### src/rtl/cpu_pkg.sv
// Shared CPU definitions: opcode encodings, default bus widths and the
// instruction byte-sequencer state encoding.
package cpu_pkg;

    localparam int DATA_W_DEF = 8;
    localparam int ADDR_W_DEF = 13;

    localparam logic [2:0] OP_HLT  = 3'b000;
    localparam logic [2:0] OP_SKZ  = 3'b001;
    localparam logic [2:0] OP_ADD  = 3'b010;
    localparam logic [2:0] OP_ANDD = 3'b011;
    localparam logic [2:0] OP_XORR = 3'b100;
    localparam logic [2:0] OP_LDA  = 3'b101;
    localparam logic [2:0] OP_STO  = 3'b110;
    localparam logic [2:0] OP_JMP  = 3'b111;

    // HI: the next captured byte is the opcode/high-address byte.
    typedef enum logic {
        HI = 1'b0,
        LO = 1'b1
    } byte_state_e;

endpackage

### src/rtl/program_counter.sv
// Program counter register: a load from the instruction operand takes
// priority over increment, and the increment wraps at 2^ADDR_W.
module program_counter
    import cpu_pkg::*;
#(
    parameter int ADDR_W   = ADDR_W_DEF,
    parameter int PC_RESET = 0
) (
    input  logic              clk,
    input  logic              rst_n,
    input  logic              load_i,
    input  logic              inc_i,
    input  logic [ADDR_W-1:0] load_val_i,
    output logic [ADDR_W-1:0] pc_o
);

    logic [ADDR_W-1:0] pc_q;
    logic [ADDR_W-1:0] pc_d;

    always_comb begin
        pc_d = pc_q;
        if (load_i) begin
            pc_d = load_val_i;
        end else if (inc_i) begin
            pc_d = pc_q + ADDR_W'(1);
        end
    end

    always_ff @(posedge clk or negedge rst_n) begin
        if (!rst_n) begin
            pc_q <= ADDR_W'(PC_RESET);
        end else begin
            pc_q <= pc_d;
        end
    end

    assign pc_o = pc_q;

endmodule

### src/rtl/fetch_unit.sv
// Instruction fetch datapath: assembles a two-byte instruction from the
// data bus, holds the PC and muxes the memory address.
module fetch_unit
    import cpu_pkg::*;
#(
    parameter int DATA_W   = DATA_W_DEF,
    parameter int ADDR_W   = ADDR_W_DEF,
    parameter int PC_RESET = 0
) (
    input  logic              clk,
    input  logic              rst_n,
    input  logic              ena,
    input  logic              inc_pc,
    input  logic              load_pc,
    input  logic              load_ir,
    input  logic              fetch,
    input  logic [DATA_W-1:0] data,
    output logic [2:0]        opcode,
    output logic [ADDR_W-1:0] ir_addr,
    output logic [ADDR_W-1:0] pc_addr,
    output logic [ADDR_W-1:0] addr,
    output logic              byte_sel,
    output logic              ir_valid
);

    byte_state_e         state_q;
    logic [2*DATA_W-1:0] ir_q;
    logic                ir_valid_q;

    // Disabled CPU freezes the IR and PC; only the sequencer is cleared.
    always_ff @(posedge clk or negedge rst_n) begin
        if (!rst_n) begin
            state_q    <= HI;
            ir_q       <= '0;
            ir_valid_q <= 1'b0;
        end else if (!ena) begin
            state_q    <= HI;
            ir_valid_q <= 1'b0;
        end else if (load_ir) begin
            case (state_q)
                HI: begin
                    ir_q[2*DATA_W-1:DATA_W] <= data;
                    ir_valid_q              <= 1'b0;
                    state_q                 <= LO;
                end
                LO: begin
                    ir_q[DATA_W-1:0] <= data;
                    ir_valid_q       <= 1'b1;
                    state_q          <= HI;
                end
                default: state_q <= HI;
            endcase
        end
    end

    // The PC loads the operand as registered before this edge's IR write.
    program_counter #(
        .ADDR_W   (ADDR_W),
        .PC_RESET (PC_RESET)
    ) u_pc (
        .clk        (clk),
        .rst_n      (rst_n),
        .load_i     (ena & load_pc),
        .inc_i      (ena & inc_pc),
        .load_val_i (ir_addr),
        .pc_o       (pc_addr)
    );

    assign opcode   = ir_q[2*DATA_W-1 -: 3];
    assign ir_addr  = ir_q[ADDR_W-1:0];
    assign addr     = fetch ? pc_addr : ir_addr;
    assign byte_sel = state_q;
    assign ir_valid = ir_valid_q;

endmodule

### config.mk
export PLATFORM = sky130hd
export DESIGN_NAME = fetch_unit
export DESIGN_NICKNAME = d
export VERILOG_FILES = /design/src/rtl/cpu_pkg.sv /design/src/rtl/program_counter.sv /design/src/rtl/fetch_unit.sv
export SDC_FILE = /design/constraint.sdc
export NUM_CORES = 1
export LEC_CHECK = 0
export ABC_AREA = 1
export CORE_MARGIN = 2
export CORE_UTILIZATION = 35
export DETAILED_ROUTE_END_ITERATION = 8
export GPL_TIMING_DRIVEN = 1
export PLACE_DENSITY = 0.72
export SLEW_MARGIN = 0
export SYNTH_ARGS = -nofsm -noshare
export SYNTH_HDL_FRONTEND = slang
export SYNTH_SLANG_ARGS = --single-unit
### constraint.sdc
create_clock -name clk -period 3.15 [get_ports clk]
set_input_delay 0.63 -clock clk [delete_from_list [all_inputs] [get_ports clk]]
set_output_delay 0.63 -clock clk [all_outputs]
set_load 0.005 [all_outputs]
==> impl_metrics.csv, run 1 <==
group,metric,value,unit
place,gp_congestion,0.8815,
finish,layout_commonest_cell,"nand2_1",
timing,fin_skew,0.005398,ns
yosys,syn_avg_cell_area,7.726,sq um
setup_path,r2r_cells,8,
routing,via_count,1713,
clock_network,cts_hold_buf,0,
timing,max_freq,337.2,MHz
clock_network,clock-sinks,31,
floorplan,row_count,25,
setup_path,cp.required,2.52,ns
pwr,cellPowerDensity,578.8,nW/um^2
setup_path,criticalPathCategory,"in -> out",
pwr,finalPower,1.448,mW
setup_path,r2r-end,"u_pc.pc_o[12]",
clock_network,cts_buffer_depth,2,
yosys,synth-edff-count,0,
clock_network,cts_buffers,5,
timing,tns,0,ns
yosys,synth_nets,245,
worst_hold_path,hold_class,"reg -> reg",
global_route,grt_pass1_vias,1610,
finish,area_growth,41.44,%
routing,wire_per_inst,12.99,um
global_route,grt_overflow_total,0,
setup_path,cp_max_fo,13,
timing,fin_crit_sh,0.9414,
floorplan,core,4786,sq um
setup_path,startpoint,"fetch",
setup_path,r2r_start,"u_pc.pc_o[0]",
worst_hold_path,holdPathStages,2,
finish,final_cell_mix,"nand2_1 (63), clkdlybuf4s50_1 (58), inv_1 (31), o21ai_0 (31), dfrtp_1 (31)",
global_route,busiest_layer,"met2",
place,dp_cells,350,
clock_network,clk_pin_slew,0.06,ns
floorplan,start_util,0.3697,
global_route,grt_util_all_layers,0.1828,
global_route,grt_use_met2,0.2846,
clock_network,clk_root_buffer_cell,"clkbuf_8",
finish,stdcell_count,358,
floorplan,io_pins,59,
global_route,grt_start_max_net_pins,32,
yosys,ys_types,28,
setup_path,cp.arrival,2.34,ns
floorplan,die_h,75.10,um
pwr,vdd_drop_max,290.6,uV
flow_run,drv_cap,0,
finish,nets,306,
yosys,ys.warnings.count,0,
worst_hold_path,hold_path_startpoint,"ir_q[15]",
routing,avgViaCountPerCell,4.785,
yosys,synth_seq_cells,31,
finish,diodes,0,
routing,drt_pass1_iterations,4,
yosys,ys_seq_area_frac,0.4385,
clock_network,insertion_delay,0.29,ns
routing,drtAntennaViolNets,0,
pwr,power_leakage,1.140,nW
routing,drt-initial-drc-count,144,
timing,rsz0062_at_grt,"no",
routing,wl,4651,um
place,dp_hpwl,3407,um
setup_path,critPathLaunchType,"input pin",
global_route,met3_usage,0.04552,
timing,drv_slew,0,
setup_path,reg2reg_setup_slack,1.73,ns
clock_network,cts_resized,0,
place,io_buffers,58,
setup_path,endpoint_kind,"output port",
floorplan,dieArea,5639,sq um
timing,setup_viol,0,
timing,maxSlewHeadroom,0.6769,
status,status,"finished, final reports clean",
floorplan,fp.dieW,75.10,um
clock_network,h-tree-depth,2,
yosys,async_reset_ff_frac,1.000,
yosys,syn-cell-area,1769,sq um
global_route,antenna_found_initial,0,
global_route,grtUsageMet1,0.2441,
yosys,synth-main-ff-cell,"dfrtp_1",
global_route,grt_pass1_wl,7797,um
yosys,syn_inst,229,
finish,num-fill-cells,449,
clock_network,cts_tree,"done",
finish,drive_gt1_frac,0.09278,
routing,drc,0,
worst_hold_path,min_to,"ir_q[15]",
timing,max_slew.worst_pin.slew,0.4832,ns
clock_network,cts_setup_buffers,0,
timing,fin_crit,2.965,ns
timing,hold_violations,0,
==> synthesized netlist by cell type, types with 2 or more instances <==
master,count,area share
inv_2,3,0.0064
nand2_1,63,0.13
o21ai_1,2,0.0057
nand2_2,3,0.011
mux2_2,3,0.019
nand3_1,17,0.048
a21oi_1,5,0.014
o21ai_0,31,0.088
o211ai_1,2,0.0085
dfrtp_1,31,0.44
inv_1,31,0.066
nor2_4,4,0.025
clkbuf_1,2,0.0042
nor2_1,10,0.021
nand4_1,7,0.025
buf_6,3,0.019
==> stage by stage <==
stage	setup WS, ns	instance area (sq um)	hold WS, ns	util
after detailed placement	0.2184	2402	0.4770	0.5020
final	0.1847	2502	0.4881	0.5229
after global placement	0.2397	2402	0.4663	0.5020
after global routing	0.08379	2502	0.5190	0.5229
after CTS	0.1750	2502	0.4936	0.5229
after floorplan	1.484	1769	0.3344	-
==> final cells by class <==
cell class                 instances  area, sq um  area share
clock buffer                       8        100.1     0.04000
sequential                        31        775.7      0.3100
timing repair buffer              61        603.1      0.2410
multi-input combinational        157        812.0      0.3245
inverter                          34        127.6     0.05100
tap                               67        83.83     0.03350
==> critical path, cell delays in order <==
cell and delay (ns):
clkdlybuf4s50_1 0.64, buf_4 0.26, o21ai_0 0.23, clkdlybuf4s50_1 0.57
==> worst max path at each step <==
stage / cells after the start / slack (ns) / endpoint
final: 4 / 0.18 / addr[8]
after global routing: 5 / 0.08 / addr[7]
after detailed placement: 5 / 0.22 / addr[7]
after global placement: 5 / 0.24 / addr[7]
after floorplan: 3 / 1.48 / addr[10]
after CTS: 4 / 0.17 / addr[8]
==> registers in the layout, indices dropped and copies added (netlist names) <==
| register | flops |
|---|---|
| ir_q | 16 |
| byte_sel | 1 |
| u_pc.pc_o | 13 |
| ir_valid | 1 |
==> power by group <==
part | internal (mW) | switching [mW] | total [mW]
Clock | 0.199 | 0.149 | 0.348
Combinational | 0.295 | 0.221 | 0.516
Sequential | 0.479 | 0.104 | 0.584
Total | 0.973 | 0.475 | 1.45
==> logic make-up (layout without fill, tap and decap cells) <==
| group | Yosys count | count (layout) | share of synthesized area |
|---|---|---|---|
| buf+inv | 41 | 103 | 0.1025 |
| mux | 3 | 3 | 0.01909 |
| fa+ha+maj | 1 | 1 | 0.007071 |
| flops | 31 | 31 | 0.4385 |
| simple gates | 109 | 109 | 0.3006 |
| xor+xnor | 1 | 1 | 0.004951 |
| compound gates | 43 | 43 | 0.1273 |
==> routing by layer <==
| layer | vias up | part of all wire | wire, um |
|---|---|---|---|
| li1 | 866 | - | - |
| met1 | 762 | 0.45 | 2074 |
| met2 | 77 | 0.46 | 2119 |
| met3 | 8 | 0.084 | 389 |
| met4 | 0 | 0.014 | 67 |
| met5 | - | 0 | 0 |
(Power assumes the default switching activity.)
==> inputs of run 2 (changes only) <==
--- a/config.mk
+++ b/config.mk
@@ -11,6 +11,5 @@
 export DETAILED_ROUTE_END_ITERATION = 8
 export GPL_TIMING_DRIVEN = 1
-export PLACE_DENSITY = 0.72
-export SLEW_MARGIN = 0
+export PLACE_DENSITY = 0.67
 export SYNTH_ARGS = -nofsm -noshare
 export SYNTH_HDL_FRONTEND = slang
==> constraint.sdc (replaced) <==
create_clock -name clk -period 3.15 [get_ports clk]
set_input_delay 0.63 -clock clk [delete_from_list [all_inputs] [get_ports clk]]
set_output_delay 0.63 -clock clk [all_outputs]
set_load 0.02 [all_outputs]
==> run 2 against run 1 <==
  * Hold slack hardly changed
  * Critical path depth unchanged
  * Global-route usage is 0.70 points lower
==> impl_metrics.csv, run 2 (same netlist as run 1, synthesis figures left out) <==
group,metric,value,unit
global_route,antenna_found_initial,0,
setup_path,worst-path-stages,4,
timing,drv_slew,0,
place,gp_congestion,0.8181,
timing,setup_viol,0,
worst_hold_path,min_to,"ir_q[13]",
clock_network,h-tree-depth,2,
clock_network,insertion_delay,0.29,ns
timing,tns,0,ns
finish,final_util,0.5208,
clock_network,clk_pin_slew,0.07,ns
finish,largest_reg_flops,16,
finish,drive_gt1_frac,0.08966,
pwr,finalPower,1.550,mW
floorplan,fp.dieW,75.10,um
worst_hold_path,holdPathStages,2,
clock_network,cts_buffers,5,
flow_run,drv_cap,0,
timing,rsz0062_at_grt,"no",
place,io_buffers,58,
timing,fin_skew,0.003864,ns
setup_path,cp_slowest_stage_delay,0.55,ns
timing,hold_violations,0,
global_route,grt_start_max_net_pins,32,
routing,wl,4500,um
clock_network,cts_setup_buffers,0,
clock_network,clk_root_buffer_cell,"clkbuf_8",
place,dp_hpwl,3278,um
routing,drc,0,
finish,top_register,"ir_q",
setup_path,path_cells,"clkdlybuf4s50_1, buf_12, mux2_2, clkdlybuf4s50_1",
floorplan,row_count,25,
setup_path,r2r-end,"u_pc.pc_o[12]",
global_route,grt_util_all_layers,0.1757,
timing,max_slew.worst_pin.slew,0.4653,ns
pwr,power_leakage,1.130,nW
setup_path,slowest_stage,"clkdlybuf4s50_1",
setup_path,criticalPathCategory,"in -> out",
timing,maxSlewHeadroom,0.6888,
clock_network,cts_resized,0,
place,place_area,2407,sq um
worst_hold_path,hold_path_startpoint,"ir_q[13]",
setup_path,path_buf_inv,3,
finish,final_cell_mix,"nand2_1 (63), clkdlybuf4s50_1 (58), inv_1 (31), o21ai_0 (31), dfrtp_1 (31)",
global_route,grt_pass1_wl,7465,um
setup_path,cp.required,2.52,ns
floorplan,start_util,0.3697,
place,dp_cells,349,
setup_path,cp.arrival,2.20,ns
setup_path,crit_top_cell,"clkdlybuf4s50_1",
finish,nets,305,
floorplan,dieArea,5639,sq um
floorplan,core,4786,sq um
clock_network,clock-sinks,31,
worst_hold_path,hold_class,"reg -> reg",
status,status,"finished, final reports clean",
setup_path,crit_family,"buffers and inverters",
routing,wire_per_inst,12.61,um
floorplan,die_h,75.10,um
routing,drt-initial-drc-count,105,
setup_path,r2r_start,"u_pc.pc_o[0]",
timing,fin_crit,2.828,ns
finish,stdcell_count,357,
global_route,grt_overflow_total,0,
finish,layout_commonest_cell,"nand2_1",
global_route,grt_pass1_vias,1588,
routing,via_count,1705,
finish,area_growth,40.88,%
timing,max_freq,353.6,MHz
pwr,cellPowerDensity,621.9,nW/um^2
setup_path,critPathLaunchType,"input pin",
routing,drtAntennaViolNets,0,
clock_network,cts_hold_buf,0,
setup_path,cp_max_fo,23,
finish,diodes,0,
setup_path,r2r_cells,8,
routing,avgViaCountPerCell,4.776,
pwr,vdd_drop_max,356.9,uV
setup_path,endpoint_kind,"output port",
finish,final_area,2492,sq um
clock_network,cts_buffer_depth,2,
clock_network,cts_tree,"done",
routing,drt_pass1_iterations,4,
timing,fin_crit_sh,0.8977,
setup_path,reg2reg_setup_slack,1.74,ns
setup_path,startpoint,"fetch",
floorplan,io_pins,59,
-- run 2: final cells by class --
| cell class | instances | area, sq um |
|---|---|---|
| clock buffer | 6 | 72.57 |
| clock inverter | 2 | 12.51 |
| fill | 458 | 2293 |
| inverter | 34 | 127.6 |
| multi-input combinational | 157 | 812.0 |
| sequential | 31 | 775.7 |
| tap | 67 | 83.83 |
| timing repair buffer | 60 | 608.1 |
-- run 2: power by group --
group	leakage [nW]	internal [mW]	total [mW]	switching, mW
logic	0.704	0.298	0.652	0.354
clock network	0.0412	0.154	0.315	0.161
registers	0.385	0.479	0.583	0.104
-- run 2: routing by layer --
| metal | wire (um) | vias up | track usage |
|---|---|---|---|
| met4 | 77 | 0 | 0.05556 |
| li1 | - | 868 | - |
| met1 | 2037 | 780 | 0.2278 |
| met5 | 0 | - | 0 |
| met2 | 2047 | 49 | 0.2749 |
| met3 | 338 | 8 | 0.06292 |
-- run 2: through the flow --
step	setup WS, ns	hold slack, ns
after floorplan	1.226	0.3344
after CTS	0.3237	0.4983
final	0.3222	0.4884
after detailed placement	0.3312	0.4778
after global placement	0.3350	0.4761
after global routing	0.2918	0.5205
-- run 2: tightest hold or removal path: stages, from the launching register on --
cell     delay, ns
dfrtp_1       0.35
nand2_1       0.05
o21ai_0       0.06
-- run 2: worst max-delay path by stage --
stage | slack (ns) | end
floorplan | 1.23 | addr[10]
global placement | 0.33 | addr[4]
detailed placement | 0.33 | addr[4]
CTS | 0.32 | addr[4]
global route | 0.29 | addr[4]
finish | 0.32 | addr[4]
